--- config.mk ---
export PLATFORM = sky130hd
export DESIGN_NAME = ifetch_unit
export DESIGN_NICKNAME = d
export VERILOG_FILES = /design/src/rtl/ifetch_unit.sv
export SDC_FILE = /design/constraint.sdc
export NUM_CORES = 1
export LEC_CHECK = 0
export BUFFER_PORTS_ARGS = -buffer_cell sky130_fd_sc_hd__buf_2
export CORE_ASPECT_RATIO = 0.9
export CORE_MARGIN = 4
export CORE_UTILIZATION = 38
export CTS_CLUSTER_DIAMETER = 40
export DETAILED_ROUTE_END_ITERATION = 7
export GPL_ROUTABILITY_DRIVEN = 0
export PLACE_DENSITY_LB_ADDON = 0.2
export SLEW_MARGIN = 30
export SYNTH_ARGS = -nofsm -noshare
export SYNTH_HDL_FRONTEND = slang
export SYNTH_SLANG_ARGS = --single-unit
export TNS_END_PERCENT = 5
--- constraint.sdc ---
create_clock -name clk -period 3.43 [get_ports clk]
set_input_delay 0.343 -clock clk [delete_from_list [all_inputs] [get_ports clk]]
set_output_delay 0.343 -clock clk [all_outputs]
set_load 0.02 [all_outputs]
--- src/rtl/ifetch_unit.sv ---
// Instruction fetch unit: a PC, a one-word instruction register and a three-state
// IDLE/FETCH/VALID controller that reads a combinational instruction memory.
module ifetch_unit #(
  parameter logic [31:0] RESET_PC   = 32'h0000_0000,
  parameter int          IMEM_WORDS = 12
) (
  input  logic        clk,
  input  logic        rst,
  input  logic        fetch_req,
  input  logic        ir_ack,
  input  logic        pc_load,
  input  logic [31:0] pc_target,
  output logic [31:0] imem_addr,
  input  logic [31:0] imem_data,
  output logic [31:0] ir,
  output logic [31:0] ir_pc,
  output logic [31:0] pc,
  output logic        ir_valid,
  output logic        addr_fault
);

  // Handshake: ir/ir_pc are offered while ir_valid=1 and are consumed on any
  // rising edge where ir_ack=1; they stay stable until then.
  typedef enum logic [1:0] {
    IDLE  = 2'd0,
    FETCH = 2'd1,
    VALID = 2'd2
  } state_t;

  state_t      state;
  state_t      state_next;
  logic [31:0] pc_next;
  logic [31:0] target_aligned;
  logic        out_of_range;

  assign imem_addr      = pc;
  assign ir_valid       = (state == VALID);
  assign target_aligned = {pc_target[31:2], 2'b00};
  assign out_of_range   = ({2'b00, pc[31:2]} >= 32'(IMEM_WORDS));

  // FETCH lasts exactly one cycle, so a redirect seen during it is applied at
  // that same closing edge; no pending state has to outlive the cycle.
  always_comb begin
    state_next = state;
    pc_next    = pc;
    case (state)
      IDLE: begin
        if (pc_load) pc_next = target_aligned;
        else if (fetch_req) state_next = FETCH;
      end
      FETCH: begin
        state_next = VALID;
        pc_next    = pc_load ? target_aligned : pc + 32'd4;
      end
      VALID: begin
        if (pc_load) begin
          pc_next = target_aligned;
          if (ir_ack) state_next = IDLE;
        end else if (ir_ack) begin
          state_next = fetch_req ? FETCH : IDLE;
        end
      end
      default: state_next = IDLE;
    endcase
  end

  always_ff @(posedge clk) begin
    if (rst) begin
      state      <= IDLE;
      pc         <= RESET_PC;
      ir         <= 32'h0;
      ir_pc      <= 32'h0;
      addr_fault <= 1'b0;
    end else begin
      state <= state_next;
      pc    <= pc_next;
      if (state == FETCH) begin
        ir         <= out_of_range ? 32'h0 : imem_data;
        ir_pc      <= pc;
        addr_fault <= out_of_range;
      end
    end
  end

endmodule

==> results of run 1 <==
## synthesized netlist by cell type (3+ instances only)
library cell / n
o31ai_1: 3
o21ai_0: 21
and4_1: 3
nand2b_1: 5
a22oi_1: 32
o22ai_1: 5
a21oi_1: 55
nand3_1: 16
a211oi_1: 11
nor2b_1: 4
nor4_1: 10
buf_6: 3
and3_2: 3
a311oi_1: 3
inv_1: 8
buf_2: 16
dfxtp_1: 95
a21o_1: 5
nor2_1: 60
nor3_1: 13
buf_1: 3
nand2_1: 91
and3_1: 7
a31oi_1: 10
and4_2: 3
and2_1: 5
mux2i_1: 6
nand4_1: 13
buf_4: 37
clkbuf_1: 26
## worst max-delay path, cell delays in order, from the launching register on
cell	delay, ns
dfxtp_1	0.69
nor2b_2	0.28
buf_4	0.37
nand4_1	0.23
nor3_4	0.17
buf_4	0.35
a22oi_1	0.11
nor2_1	0.13
## per-stage QoR
stage                     worst slack [ns]  hold WS, ns  instances
after detailed placement              1.01        0.445        887
after CTS                            0.990        0.214        903
after global placement                1.12        0.438        887
after global routing                 0.759        0.239        903
final                                 1.00        0.227        903
after floorplan                       1.51        0.486        616
## sequential cells by signal (all words and copies together) (netlist names)
name / cells
ir_pc: 30
imem_addr: 30
addr_fault: 1
state: 2
ir: 32
## how the worst max path moves through the flow
| stage | end | slack, ns | depth (start not counted) | startpoint |
|---|---|---|---|---|
| 3_5_place_dp | ir[26] | 1.01 | 7 | state[0] |
| 2_1_floorplan | imem_addr[28] | 1.51 | 6 | imem_addr[3] |
| 3_3_place_gp | ir[31] | 1.12 | 7 | state[0] |
| 5_1_grt | ir[9] | 0.76 | 7 | state[0] |
| 6_report | ir[26] | 1.00 | 7 | state[0] |
| 4_1_cts | ir[26] | 0.99 | 7 | state[0] |
## cells by family after synthesis
| kind of cell | Yosys count | synth area share (%) |
|---|---|---|
| flops | 95 | 39.4 |
| mux | 8 | 1.71 |
| fa+ha+maj | 2 | 0.519 |
| compound gates | 160 | 21.2 |
| buf+inv | 96 | 11.7 |
| other cells | 1 | 0.0777 |
| simple gates | 249 | 25.4 |
## cell type report
| class | count | area share, % |
|---|---|---|
| clock buffers | 12 | 4.39 |
| clock inverters | 4 | 0.898 |
| inverters | 8 | 0.513 |
| multi-input cells | 425 | 40.9 |
| flip-flops and latches | 95 | 32.5 |
| well taps | 160 | 3.42 |
| repair buffers | 199 | 17.4 |
## per-layer routing
layer | track usage (%) | up-vias | wire length [um]
met1 | 26.8 | 2305 | 6770
met5 | 0 | - | 0
met3 | 5.43 | 15 | 1250
met2 | 32.7 | 210 | 7170
met4 | 5.00 | 0 | 150
li1 | - | 2391 | -
## power breakdown
group | switching [mW] | internal [mW]
combinational | 0.226 | 0.129
clock | 0.429 | 0.608
sequential | 0.0790 | 1.14
==> results.sh, run 1 <==
export IMPL_ant_nets=0
export IMPL_multiInputGateArea_sq_mm=0.00239
export IMPL_ys_seq_area_share_pct=39.4
export IMPL_worst_r2r_endpoint="ir[26]"
export IMPL_synthFlopType="dfxtp_1"
export IMPL_crit_path_max_fanout=33
export IMPL_vias=4921
export IMPL_min_to="ir[14]"
export IMPL_port_buffers=190
export IMPL_period_needed_ns=2.43
export IMPL_clkLatencyLatePin_ns=0.35
export IMPL_postSynthCellCount=611
export IMPL_antenna_found_initial=0
export IMPL_synth_warnings=0
export IMPL_clk_pin_slew_ns=0.07
export IMPL_worst_setup_path_type="flop to flop"
export IMPL_cts_resized_gates=0
export IMPL_num_rows=38
export IMPL_synth_area_sq_mm=0.00482
export IMPL_dieArea_sq_mm=0.0146
export IMPL_grt_pass1_vias=4518
export IMPL_tightest_slew_ns=0.742
export IMPL_vias_per_cell=5.45
export IMPL_critPathRequiredTime_ns=3.71
export IMPL_worstRegToRegCells=7
export IMPL_whs_path_depth=3
export IMPL_hpwlAfterDp_um=11100
export IMPL_total_power_mw=2.61
export IMPL_core_sq_mm=0.0122
export IMPL_min_from="imem_data[14]"
export IMPL_layout_commonest_cell="buf_2"
export IMPL_area_growth_synth_to_final_pct=21.2
export IMPL_synthTopCellsByArea="dfxtp_1, nand2_1, buf_4"
export IMPL_hold_class="primary input to flop"
export IMPL_final_util_pct=47.9
export IMPL_cts_buffers=9
export IMPL_fmax_ghz=0.412
export IMPL_hold_viol=0
export IMPL_root_buffer="clkbuf_16"
export IMPL_final_cell_mix="buf_2, dfxtp_1, nand2_1"
export IMPL_pwr_density_cell_mw_per_mm2=446
export IMPL_rrSetupSlack_ns=1.00
export IMPL_die_y_um=115
export IMPL_final_setup_tns_ns=0
export IMPL_post_drt_wl_per_cell_um=17.0
export IMPL_dr_pass1_iters=5
export IMPL_endpoint_kind="flop"
export IMPL_fin_area_sq_mm=0.00585
export IMPL_setup_violations=0
export IMPL_fillers=1226
export IMPL_antenna_cells=0
export IMPL_grt_pass1_wl_um=23600
export IMPL_drc=0
export IMPL_status="complete, no violations"
export IMPL_dr_first_iter_drc_count=396
export IMPL_finalCritPeriodShare_pct=70.8
export IMPL_grt_start_max_net_pins=73
export IMPL_h_tree_depth=3
export IMPL_timing_rr_start="state[0]"
export IMPL_cts_tree="done"
export IMPL_track_usage_pct=20.1
export IMPL_ys_ff_latch=95
export IMPL_seq_area_sq_mm=0.00190
export IMPL_p_leak_nw=2.62
export IMPL_cp_arrival_ns=2.71
export IMPL_critical_path_startpoint_type="flop"
export IMPL_rsz0062_at_grt="false"
export IMPL_clock_sinks=95
export IMPL_fin_skew_ns=0.00472
export IMPL_wl_um=15300
export IMPL_drive_above_1_share_pct=32.0
export IMPL_cts_buffer_depth=2
export IMPL_grt_ovfl_total=0
export IMPL_drv_slew=0
export IMPL_ioPinCount=199
export IMPL_synthArstFlopShare_pct=0
export IMPL_placed_cell_area_sq_mm=0.00554
export IMPL_post_cts_buffers=0
export IMPL_synth_edf_count=0
export IMPL_synth_top_cell_area_share_pct=39.4
export IMPL_cts_hold_buf=0
export IMPL_avgSynthCellArea_sq_um=7.90
export IMPL_die_w_um=127
export IMPL_drv_cap=0
export IMPL_ys_types=62
export IMPL_nets=809
export IMPL_start_util_pct=39.5
export IMPL_max_slew_margin_pct=50.5
export IMPL_worst_ir_drop_vdd_mv=0.321
export IMPL_yosysTopAreaCell="dfxtp_1"
No activity file was read; power rests on OpenSTA's default activity.
==> run 2: changes to the inputs <==
Settings changed: ABC_AREA set to 1.
Clock period 3.43 ns to 2.15 ns, I/O delays scaled along.
==> run 2 against run 1 <==
Critical path depth rose by 3. Worst setup slack lost 0.65 ns. Synthesized cell count increased by 19%.
==> results.sh, run 2 <==
export IMPL_status="complete, no violations"
export IMPL_hpwlAfterDp_um=11200
export IMPL_clk_pin_slew_ns=0.07
export IMPL_synth_area_sq_mm=0.00489
export IMPL_area_growth_synth_to_final_pct=22.3
export IMPL_tightest_slew_ns=0.711
export IMPL_ys_seq_area_share_pct=38.9
export IMPL_finalCritPeriodShare_pct=83.7
export IMPL_die_w_um=128
export IMPL_synth_warnings=0
export IMPL_worst_setup_path_type="flop to flop"
export IMPL_dr_pass1_iters=5
export IMPL_crit_path_max_fanout=5
export IMPL_drv_slew=0
export IMPL_die_y_um=116
export IMPL_crit_top_cell="nand2_1"
export IMPL_post_drt_wl_per_cell_um=14.7
export IMPL_drv_cap=0
export IMPL_synthArstFlopShare_pct=0
export IMPL_setup_violations=0
export IMPL_fin_skew_ns=0.00858
export IMPL_pwr_density_cell_mw_per_mm2=709
export IMPL_post_cts_buffers=0
export IMPL_drive_above_1_share_pct=27.6
export IMPL_worst_ir_drop_vdd_mv=0.363
export IMPL_wl_um=15300
export IMPL_port_buffers=190
export IMPL_cts_resized_gates=0
export IMPL_timing_rr_start="imem_addr[2]"
export IMPL_ys_ff_latch=95
export IMPL_cp_arrival_ns=2.00
export IMPL_cts_buffers=9
export IMPL_start_util_pct=38.7
export IMPL_vias_per_cell=4.90
export IMPL_clkLatencyLatePin_ns=0.35
export IMPL_cts_buffer_depth=2
export IMPL_cp_slowest_stage_delay_ns=0.40
export IMPL_avgSynthCellArea_sq_um=6.74
export IMPL_period_needed_ns=1.80
export IMPL_top_register="ir"
export IMPL_antenna_found_initial=0
export IMPL_startpoint="imem_addr[2]"
export IMPL_dieArea_sq_mm=0.0148
export IMPL_root_buffer="clkbuf_16"
export IMPL_synthFlopType="dfxtp_1"
export IMPL_h_tree_depth=3
export IMPL_vias=5107
export IMPL_grt_pass1_wl_um=23600
export IMPL_ant_nets=0
export IMPL_largest_reg_flops=32
export IMPL_dr_first_iter_drc_count=285
export IMPL_hold_class="primary input to flop"
export IMPL_cp_slowest_cell="dfxtp_1"
export IMPL_synth_edf_count=0
export IMPL_fmax_ghz=0.555
export IMPL_cts_tree="done"
export IMPL_nets=944
export IMPL_min_from="fetch_req"
export IMPL_critical_path_startpoint_type="flop"
export IMPL_rsz0062_at_grt="false"
export IMPL_hold_viol=0
export IMPL_max_slew_margin_pct=52.6
export IMPL_cts_hold_buf=0
export IMPL_fin_ws_ns=0.350
export IMPL_synthTopCellsByArea="dfxtp_1, nand2_1, a21oi_1"
export IMPL_grt_start_max_net_pins=62
export IMPL_layout_commonest_cell="buf_2"
export IMPL_final_cell_mix="buf_2, nand2_1, nor2_1"
export IMPL_grt_ovfl_total=0
export IMPL_yosysTopAreaCell="dfxtp_1"
export IMPL_ys_types=31
export IMPL_antenna_cells=0
export IMPL_synth_top_cell_area_share_pct=38.9
export IMPL_synth_most_common_cell="nand2_1"
export IMPL_grt_pass1_vias=4451
export IMPL_core_sq_mm=0.0126
export IMPL_endpoint_kind="flop"
export IMPL_track_usage_pct=20.1
export IMPL_final_setup_tns_ns=0
export IMPL_critPathRequiredTime_ns=2.35
export IMPL_drc=0
export IMPL_synth_common_cells="nand2_1, nor2_1, dfxtp_1"
export IMPL_place_ws_ns=0.378
export IMPL_crit_chain="ha_1 -> inv_1 -> nor2_1 -> inv_1 -> nor2_1 -> nand2_1 -> nand2_1 -> nand3_1 -> nand2_1 -> a21oi_1"
export IMPL_cp_buffers_inverters=2
export IMPL_postSynthCellCount=726
export IMPL_p_leak_nw=2.66
export IMPL_path_delay_family="simple AND/OR/NAND/NOR gates"
export IMPL_clock_sinks=95
export IMPL_ioPinCount=199
export IMPL_num_rows=39
export IMPL_fillers=1344
## run 2: cell count changes in the layout (fill, tap and decap cells not counted), sizes merged, moves of 8 or more
cell,delta
and3,-10
nor2,+43
nand2,+88
nand3,+47
a211oi,-10
a21oi,+32
o21ai,+26
and2,-8
a31oi,-10
a22oi,-32
nor4,-12
inv,+35
## run 2: layout make-up
class                   instances  area [sq um]  share of cell area [%]
repair buffers                205          1060                    17.8
well taps                     164           205                    3.43
multi-input cells             519          2360                    39.4
flip-flops and latches         95          1900                    31.8
inverters                      43           161                    2.70
clock inverters                 6          58.8                   0.982
clock buffers                  10           239                    3.99
## run 2: kinds of logic (layout without fill, tap and decap cells)
group           after synthesis  in the layout  share of synthesized area [%]
xor+xnor                      1              1                          0.179
simple gates                367            367                           31.5
compound gates              143            143                           15.4
other cells                   1              6                         0.0766
fa+ha+maj                     2              2                          0.511
buf+inv                     117            264                           13.4
flops                        95             95                           38.9
## run 2: routing by layer
layer	part of all wire (%)	vias up	routed length, um	global-route usage [%]
li1	-	2618	-	-
met1	47	2276	7130	28.7
met2	43	199	6670	30.4
met3	8.7	14	1340	5.21
met4	1.3	0	193	5.09
met5	0	-	0	0
## run 2: report_power, final
group / total, mW / internal [mW] / switching (mW)
Combinational: 0.686 / 0.232 / 0.454
Sequential: 1.93 / 1.83 / 0.0948
Clock: 1.63 / 0.930 / 0.704
Total: 4.25 / 2.99 / 1.25
## run 2: final timing paths
path	cells past startpoint	end	slack (ns)
max	10	imem_addr[30]	0.35
min	3	state[0]	0.12
max reg2reg	10	imem_addr[30]	0.35
min reg2reg	2	ir[25]	0.46
## run 2: stage by stage
step	power (mW)	std cells	hold WS, ns	util, %	cell area [sq um]
final	4.25	1042	0.116	47.4	5990
after global routing	4.43	1042	0.115	47.4	5990
after CTS	4.30	1042	0.0998	47.4	5990
after detailed placement	2.66	1026	0.453	45.0	5690
after global placement	2.65	1026	0.450	45.0	5690
after floorplan	2.45	731	0.361	-	4910
## run 2: worst register-to-register path: stages, from the launching register on
cell	delay [ns]
dfxtp_1	0.40
ha_1	0.23
inv_1	0.09
nor2_1	0.28
inv_1	0.12
nor2_1	0.21
nand2_1	0.08
nand2_1	0.06
nand3_1	0.07
nand2_1	0.06
a21oi_1	0.05
==> run 3: changes to the inputs <==
Settings changed: ABC_AREA 1 to 0.
Clock period 2.15 ns to 1.6 ns, I/O delays scaled along.
==> run 3 against run 2 <==
Global-route usage increased by 1.2 points. Critical endpoint is now ir[22]. Critical path type unchanged. Power increased by 31%. Highest routed layer unchanged. Core utilization increased by 8.0 points. The flow now finishes with violations (negative setup slack). Maximum frequency increased by 7.0%. Worst hold slack got worse by 0.071 ns. Sequential power increased by 31%.
==> results.sh, run 3 (synthesized netlist as in run 1, its figures left out) <==
export IMPL_die_y_um=115
export IMPL_cts_buffers=9
export IMPL_grt_pass1_wl_um=25100
export IMPL_largest_reg_flops=32
export IMPL_hold_viol=0
export IMPL_clock_sinks=95
export IMPL_ioPinCount=199
export IMPL_dr_pass1_iters=5
export IMPL_port_buffers=190
export IMPL_status="finished with violations"
export IMPL_drv_cap=0
export IMPL_place_ws_ns=-0.122
export IMPL_stdcell_count=988
export IMPL_path_delay_family="simple AND/OR/NAND/NOR gates"
export IMPL_pwr_density_cell_mw_per_mm2=822
export IMPL_critical_path_startpoint_type="flop"
export IMPL_drc=0
export IMPL_cts_tree="done"
export IMPL_wl_um=16600
export IMPL_grt_pass1_vias=4951
export IMPL_grt_start_max_net_pins=39
export IMPL_area_growth_synth_to_final_pct=40.1
export IMPL_rsz0062_at_grt="true"
export IMPL_root_buffer="clkbuf_16"
export IMPL_p_leak_nw=3.13
export IMPL_cp_arrival_ns=1.96
export IMPL_fin_area_sq_mm=0.00676
export IMPL_start_util_pct=39.5
export IMPL_crit_chain="nor4_4 -> nand4_1 -> nor3_4 -> buf_6 -> clkbuf_16 -> a22oi_1 -> nor2_1"
export IMPL_worst_setup_path_type="flop to flop"
export IMPL_antenna_cells=0
export IMPL_drive_above_1_share_pct=43.7
export IMPL_post_drt_wl_per_cell_um=16.8
export IMPL_setup_violations=34
export IMPL_vias_per_cell=5.40
export IMPL_clk_pin_slew_ns=0.07
export IMPL_dr_first_iter_drc_count=370
export IMPL_layout_commonest_cell="buf_2"
export IMPL_grt_ovfl_total=0
export IMPL_critPathRequiredTime_ns=1.88
export IMPL_dieArea_sq_mm=0.0146
export IMPL_h_tree_depth=3
export IMPL_fin_ws_ns=-0.0822
export IMPL_placed_cells=966
export IMPL_clkLatencyLatePin_ns=0.35
export IMPL_crit_path_max_fanout=4
export IMPL_violations="negative setup slack"
export IMPL_antenna_found_initial=0
export IMPL_fmax_ghz=0.594
export IMPL_hpwlAfterDp_um=12200
export IMPL_placed_cell_area_sq_mm=0.00623
export IMPL_worst_ir_drop_vdd_mv=0.689
export IMPL_track_usage_pct=21.3
export IMPL_hold_class="primary input to flop"
export IMPL_vias=5336
export IMPL_cp_slowest_cell="dfxtp_4"
export IMPL_finalCritPeriodShare_pct=105
export IMPL_whs_ns=0.0449
export IMPL_cp_buffers_inverters=2
export IMPL_endpoint_kind="flop"
export IMPL_num_rows=38
export IMPL_ant_nets=0
export IMPL_die_w_um=127
export IMPL_drv_slew=0
export IMPL_period_needed_ns=1.68
export IMPL_cts_buffer_depth=2
export IMPL_final_cell_mix="buf_2, nand2_1, buf_4"
export IMPL_core_sq_mm=0.0122
export IMPL_nets=896
export IMPL_total_power_mw=5.56
export IMPL_cp_slowest_stage_delay_ns=0.36
export IMPL_cts_hold_buf=0
export IMPL_top_register="ir"
export IMPL_fin_skew_ns=0.00779
export IMPL_fillers=1151
## run 3: worst paths after layout
path	start	endpoint	slack, ns	cells past startpoint
worst min-delay path	imem_data[5]	ir[5]	0.04	3
worst max register to register	imem_addr[15]	ir[22]	-0.08	7
worst min register to register	ir_pc[11]	ir_pc[11]	0.45	2
worst max-delay path	imem_addr[15]	ir[22]	-0.08	7
## run 3: through the flow
stage	setup TNS [ns]	util [%]
finish	-1.74	55.3
global route	-3.88	55.3
CTS	-0.537	53.3
detailed placement	-3.43	51.0
global placement	-0.318	51.0
floorplan	-0.0541	-
## run 3: report_power, final
part / total, mW / switching, mW / internal, mW
registers: 2.53 / 0.0924 / 2.44
clock network: 1.98 / 0.900 / 1.08
logic: 1.05 / 0.614 / 0.434
## run 3: layer usage
layer | vias to the layer above | global-route usage, % | wire [um]
met3 | 32 | 4.46 | 1300
li1 | 2554 | - | -
met2 | 220 | 34.3 | 7540
met5 | - | 0 | 0
met1 | 2530 | 28.2 | 7370
met4 | 0 | 8.43 | 414
## run 3: repair_timing
action / in CTS / in global routing
buffers inserted: 0 / 5
cloned: 0 / 4
hold endpoints to repair: 0 / 0
setup endpoints to repair: 49 / 54
pin swaps: 0 / 12
gates resized for setup: 6 / 35
## run 3: final cells by class
type | count | area [sq um] | share of cell area (%)
clock buffers | 11 | 243 | 3.59
clock inverters | 3 | 21.3 | 0.315
inverters | 8 | 30.0 | 0.444
multi-input cells | 425 | 2540 | 37.6
flip-flops and latches | 95 | 1950 | 28.8
well taps | 160 | 200 | 2.96
repair buffers | 286 | 1780 | 26.3
## run 3: worst register-to-register path, cell delays in order (launching register included)
cell and delay, ns:
dfxtp_4 0.36, nor4_4 0.30, nand4_1 0.21, nor3_4 0.26, buf_6 0.16, clkbuf_16 0.15, a22oi_1 0.07, nor2_1 0.12
